$ cat src/rtl/writeback_regfile.sv
// Y86 writeback stage and 15 x 64-bit register file with RUN/HALT/ERR status FSM.
// Optional macro WB_FORWARD_EN: decode reads see the value committed this cycle.
module writeback_regfile (
    input  logic        clk,
    input  logic        rst,
    input  logic        wb_valid,
    output logic        wb_ready,
    input  logic [3:0]  icode,
    input  logic [3:0]  rA,
    input  logic [3:0]  rB,
    input  logic        cnd,
    input  logic [63:0] valE,
    input  logic [63:0] valM,
    input  logic        instr_valid,
    input  logic        imem_error,
    input  logic        dmem_error,
    input  logic [3:0]  srcA,
    input  logic [3:0]  srcB,
    output logic [63:0] valA,
    output logic [63:0] valB,
    output logic [1:0]  stat,
    output logic [31:0] retired,
    output logic [1:0]  dbg_state
);

    localparam logic [3:0] REG_NONE = 4'hF;
    localparam logic [3:0] REG_RSP  = 4'h4;
    localparam logic [1:0] STAT_AOK = 2'b00;
    localparam logic [1:0] STAT_HLT = 2'b01;
    localparam logic [1:0] STAT_ADR = 2'b10;

    typedef enum logic [1:0] {RUN = 2'd0, HALT = 2'd1, ERR = 2'd2} state_t;

    state_t      state;
    state_t      next_state;
    logic [63:0] regs [0:14];
    logic [3:0]  dst_e;
    logic [3:0]  dst_m;
    logic [1:0]  commit_stat;
    logic [1:0]  err_code;
    logic        commit;
    logic        write_en;

    // Handshake: an instruction is consumed on any rising edge where wb_valid && wb_ready;
    // wb_ready depends only on FSM state, never on wb_valid.
    assign commit    = wb_valid && wb_ready;
    assign write_en  = commit && (commit_stat == STAT_AOK);
    assign dbg_state = state;

    always_comb begin
        dst_e = REG_NONE;
        case (icode)
            4'h2:                   dst_e = cnd ? rB : REG_NONE;
            4'h3, 4'h6:             dst_e = rB;
            4'h8, 4'h9, 4'hA, 4'hB: dst_e = REG_RSP;
            default:                dst_e = REG_NONE;
        endcase
    end

    always_comb begin
        dst_m = REG_NONE;
        if (icode == 4'h5 || icode == 4'hB)
            dst_m = rA;
    end

    always_comb begin
        commit_stat = STAT_AOK;
        if (imem_error || dmem_error)
            commit_stat = STAT_ADR;
        else if (!instr_valid)
            commit_stat = 2'b11;
        else if (icode == 4'h0)
            commit_stat = STAT_HLT;
    end

    always_comb begin
        next_state = state;
        wb_ready   = 1'b0;
        stat       = STAT_AOK;
        case (state)
            RUN: begin
                wb_ready = 1'b1;
                if (commit && commit_stat == STAT_HLT)
                    next_state = HALT;
                else if (commit && commit_stat[1])
                    next_state = ERR;
            end
            HALT:    stat = STAT_HLT;
            ERR:     stat = err_code;
            default: next_state = RUN;
        endcase
    end

    always_ff @(posedge clk) begin
        if (rst) begin
            state    <= RUN;
            err_code <= STAT_AOK;
            retired  <= '0;
        end else begin
            state <= next_state;
            if (commit && commit_stat[1])
                err_code <= commit_stat;
            if (commit && !commit_stat[1])
                retired <= retired + 32'd1;
        end
    end

    // When both destinations coincide (popq %rsp) the memory value wins.
    always_ff @(posedge clk) begin
        if (rst) begin
            for (int i = 0; i < 15; i++)
                regs[i] <= '0;
        end else if (write_en) begin
            if (dst_e != REG_NONE && dst_e != dst_m)
                regs[dst_e] <= valE;
            if (dst_m != REG_NONE)
                regs[dst_m] <= valM;
        end
    end

    always_comb begin
        valA = '0;
        valB = '0;
        if (srcA != REG_NONE)
            valA = regs[srcA];
        if (srcB != REG_NONE)
            valB = regs[srcB];
`ifdef WB_FORWARD_EN
        if (write_en && srcA != REG_NONE) begin
            if (srcA == dst_m)
                valA = valM;
            else if (srcA == dst_e)
                valA = valE;
        end
        if (write_en && srcB != REG_NONE) begin
            if (srcB == dst_m)
                valB = valM;
            else if (srcB == dst_e)
                valB = valE;
        end
`endif
    end

endmodule
$ cat config.mk
export PLATFORM = sky130hd
export DESIGN_NAME = writeback_regfile
export DESIGN_NICKNAME = d
export VERILOG_FILES = /design/src/rtl/writeback_regfile.sv
export SDC_FILE = /design/constraint.sdc
export NUM_CORES = 2
export LEC_CHECK = 0
export ABC_CLOCK_PERIOD_IN_PS = 3900
export CORE_MARGIN = 2
export CORE_UTILIZATION = 30
export DETAILED_ROUTE_END_ITERATION = 10
export PLACE_DENSITY = 0.5
export SYNTH_ARGS = -nofsm -noshare
export SYNTH_HDL_FRONTEND = slang
export SYNTH_SLANG_ARGS = --single-unit
export TNS_END_PERCENT = 10
$ cat constraint.sdc
create_clock -name clk -period 3.9 [get_ports clk]
set_input_delay 0.585 -clock clk [delete_from_list [all_inputs] [get_ports clk]]
set_output_delay 0.585 -clock clk [all_outputs]
set_load 0.005 [all_outputs]
* Word level (Yosys, flattened, before mapping) *
Memory sizes are Yosys's and may differ from the RTL's.
Index checks and enable logic that the tools add are counted.

word-level totals
  register bits = 36
  bits in latches = 0
  bits in writable memories = 960
  ROM bits = 0
  input bits = 155
  output and inout port bits = 165
  memories kept = 1

operators by class
  add/sub/neg operators = 1
  multiply operators = 0
  div/mod/pow operators = 0
  magnitude comparators = 0
  equal/unequal tests = 17
  shifts and indexed selects = 0
  muxes and demuxes = 29
  bitwise logic cells = 1
  reduce and logical (&&, ||, !) cells = 18

memories
  name  words  bits a word  rd ports  clocked after memory_dff  write ports  line  RTL
  regs  15     64           2         0                         15           36    logic [63:0] regs [0:14];

operators with widths
  cell                     number
  $mux W64                 4
  $reduce_or A64 Y1        2
  $add A32 B1 Y32 const B  1
  $eq A4 B4 Y1 const B     4
  $mux W4                  4
  $ne A4 B4 Y1 const B     4
  $mux W1                  14
  $pmux W4 S3              1
  $eq A4 B2 Y1 const B     2
  $eq A4 B3 Y1 const B     2
  $mux W2                  4
  $pmux W2 S2              2
  $logic_and A1 B1 Y1      6
  $eq A2 B1 Y1 const B     2
  $logic_not A2 Y1         2
  $logic_not A4 Y1         1
  $ne A4 B4 Y1             1
  $reduce_or A2 Y1         2
  $reduce_or A4 Y1         1
  $ne A3 B3 Y1 const B     1
  $eq A2 B2 Y1 const B     1
  $logic_or A1 B1 Y1       2
  $reduce_and A2 Y1        1
  $logic_not A1 Y1         1
  $not A1 Y1               1

* Depth between registers and ports, before layout *
  depth in word-level cells = 11
  gate-level depth with buffers = 9

* Worst setup path before layout *
OpenSTA, ideal clock, no wires.

  path type = in2reg
  start point = in icode[1]
  end point = mem regs[9][0] (enable)
  arrival = 3.604 ns
  required time = 3.476 ns
  slack = -0.128 ns
  cell stages on the path = 7
  buffers on the path = 2
  path through = clkbuf_1 or3b_1 a211o_1 or3b_1 nor2_1 buf_2 or3_1

RTL lines
  what             line  RTL
  start, declared  8     input logic [3:0] icode,
  end, declared    36

* Final worst setup path *
  start point = in srcB[0]
  end point = out valB[49]

between the ends
  word-level cells in the longest chain between the ends = 2
  elaborated cells between the ends (all ways) = 3
  classes of those cells = 1 x eq/ne; 1 x mux; 1 x memory

RTL lines
  what                                                    line  RTL
  start, declared                                         18    input logic [3:0] srcB,
  $mem_v2 Z15 W64 / $ne A4 B4 Y1 (equally long branches)  n/a
  $mux W64 (*)                                            126   if (srcB != REG_NONE)
  end, declared                                           20    output logic [63:0] valB,

Mark *: on every way between the ends. The rest lies on a longest branch, timed or not.

==> flow_metrics.env <==
export IMPL_timing_hold_violations_final=0
export IMPL_min_delay_start="err_code[1]$_SDFFE_PP0P_"
export IMPL_grt_pass1_vias=43200
export IMPL_cp_arrival_ns=3.06
export IMPL_cts_hold_buf=0
export IMPL_wire_per_inst_um=37.0
export IMPL_vias=41900
export IMPL_wl_met2_mm=122
export IMPL_drt_pass1_iter_count=5
export IMPL_yosys_warnings=0
export IMPL_wl_met1_mm=94.6
export IMPL_slew_headroom_pct=24.1
export IMPL_route_top_layer_used="met5"
export IMPL_clockBufferDepth=3
export IMPL_finalMaxSlewViolations=0
export IMPL_drv_cap=0
export IMPL_synth_edf_count=1024
export IMPL_place_gp_congestion=0.827
export IMPL_port_buffers=319
export IMPL_ir_drop_mv=0.301
export IMPL_rsz0062_at_grt="no"
export IMPL_power_density_nw_per_um2=398
export IMPL_dieWidth_um=451
export IMPL_skew_ns=0.0231
export IMPL_final_common_cell="edfxtp_1"
export IMPL_clk_latency_ns=0.79
export IMPL_r2r_setup_slack_ns=0.70
export IMPL_nFillCells=18600
export IMPL_overflow=0
export IMPL_synthToLayoutAreaGrowth_pct=20.1
export IMPL_hold_end="err_code[1]$_SDFFE_PP0P_"
export IMPL_cts_tree="done"
export IMPL_drc=0
export IMPL_fin_nets=4098
export IMPL_wirelength_mm=248
export IMPL_ant_nets=0
export IMPL_synth_top_area_share_pct=51.4
export IMPL_cts_sinks=1060
export IMPL_fin_util_pct=36.3
export IMPL_hp_class="reg2reg"
export IMPL_worstPathRequired_ns=3.31
export IMPL_h_tree_depth=4
export IMPL_synth_seq_cells=1060
export IMPL_total_power_w=0.0286
export IMPL_worst_setup_path_start_kind="input pin"
export IMPL_antenna_found_initial=40
export IMPL_final_seq_area_um2=31500
export IMPL_postSynth_asyncResetShare_pct=0
export IMPL_synthFlopType="edfxtp_1"
export IMPL_synth_cell_types=48
export IMPL_grt_pass1_wl_mm=343
export IMPL_yosys_area_top_type="edfxtp_1"
export IMPL_die_area_um2=203000
export IMPL_syn_inst=3793
export IMPL_wl_met3_mm=19.1
export IMPL_min_period_ns=3.65
export IMPL_dpl_hpwl_mm=147
export IMPL_drive_above_1_share_pct=27.9
export IMPL_core_um2=198000
export IMPL_outcome="completed"
export IMPL_final_cell_mix="edfxtp_1 (1024), mux4_2 (640), a22o_1 (577)"
export IMPL_synthTopCellsByArea="edfxtp_1 (51%), mux4_2 (24%), a22o_1 (8.4%)"
export IMPL_avgSynthCellArea_um2=15.8
export IMPL_grt_max_degree=78
export IMPL_post_cts_setup_buffer_count=0
export IMPL_whs_path_depth=2
export IMPL_start_util_pct=30.3
export IMPL_critPathMaxFanout=17
export IMPL_multiInputGateArea_um2=26400
export IMPL_setup_violations=0
export IMPL_syn_area_um2=59800
export IMPL_finalCritPeriodShare_pct=93.5
export IMPL_num_rows=163
export IMPL_r2r_start="dbg_state[1]$_SDFFE_PP0P_"
export IMPL_worst_setup_path_end_kind="output pin"
export IMPL_ys_seq_area_share_pct=52.6
export IMPL_max_freq_mhz=274
export IMPL_crit_type="in2out"
export IMPL_drt_iter0_markers=5040
export IMPL_worstMarginPinSlew_ns=1.14
export IMPL_vias_per_cell=6.26
export IMPL_die_h_um=451
export IMPL_numCtsBuffers=130
export IMPL_reg2regPathDepth=8
export IMPL_root_buffer="clkbuf_16"
export IMPL_cts_resized=0
export IMPL_grt_use_total_pct=23.9
export IMPL_p_leak_nw=24.0
export IMPL_clk_pin_slew_ns=0.05
export IMPL_ios=320
export IMPL_reg2reg_to="regs[12][63]$_DFFE_PP_"
==> registers in the layout, summed over array words and instances (netlist names) <==
name,cells
retired,32
dbg_state,2
regs,1024
err_code,2
==> cell families after synthesis <==
logic type / count (synthesis) / synth area share, %
AO/OA/AOI/OAI: 1006 / 14.8
XOR/XNOR: 18 / 0.263
adder cells (fa/ha/maj): 4 / 0.0836
buffers and inverters: 622 / 4.33
flip-flops: 1060 / 52.6
multiplexers: 641 / 24.1
other: 1 / 0.00627
AND/OR/NAND/NOR: 441 / 3.86
==> worst max-delay path, cell delays in order <==
cell and delay, ns:
buf_8 0.24, buf_12 0.24, buf_12 0.22, mux4_2 0.52, mux4_2 0.58, nor2b_1 0.17, clkdlybuf4s50_1 0.44
==> Yosys cell counts (4+ instances only) <==
cell,instances
a211o_1,6
a21oi_1,16
a22o_1,577
a32o_1,319
and3_1,5
buf_1,62
buf_2,134
buf_4,23
clkbuf_1,394
dfxtp_1,36
edfxtp_1,1024
ha_1,4
inv_1,9
mux4_2,640
nand2_1,151
nand3_1,18
nand3b_1,4
nand4_1,12
nor2_1,48
nor2b_1,137
nor3_1,15
o21ai_0,80
or3_1,19
or4_1,4
xnor2_1,5
xor2_1,13
==> per-stage QoR <==
step	setup WS (ns)	hold WS, ns	instances	instance area (um^2)	setup TNS, ns
2_1_floorplan	-0.0832	0.432	3856	60100	-26.70
3_3_place_gp	0.0877	0.451	6447	67800	0
3_5_place_dp	0.0771	0.473	6447	67800	0
4_1_cts	0.227	0.485	6677	71800	0
5_1_grt	0.186	0.537	6691	71900	0
6_report	0.253	0.491	6694	71900	0
==> report_power, final <==
part	internal (W)	switching (W)	total (W)
Clock	0.00670	0.00505	0.0118
Sequential	0.0129	0.000195	0.0131
Combinational	0.00175	0.00201	0.00376
Total	0.0213	0.00726	0.0286
==> worst max-delay path by stage <==
stage / start / endpoint / depth (start not counted)
after detailed placement: instr_valid / regs[12][26]$_DFFE_PP_ / 7
final: srcB[0] / valB[49] / 7
after floorplan: dmem_error / regs[8][0]$_DFFE_PP_ / 6
after global routing: srcB[0] / valB[49] / 7
after CTS: srcB[0] / valB[49] / 7
after global placement: instr_valid / regs[12][58]$_DFFE_PP_ / 7
==> cell type report <==
| class | instances | share of cell area [%] |
|---|---|---|
| tap | 2640 | 4.60 |
| sequential | 1060 | 43.8 |
| timing repair buffer | 564 | 9.25 |
| multi-input combinational | 2174 | 36.7 |
| inverter | 9 | 0.0470 |
| clock buffer | 166 | 4.90 |
| antenna | 17 | 0.0592 |
| clock inverter | 64 | 0.695 |
==> metal layers <==
layer	vias up	GRT usage, %
met4	16	12.1
met1	22500	30.1
met2	2323	39.4
met5	-	0
li1	16500	-
met3	534	4.13
No activity file was read; power rests on OpenSTA's default activity.
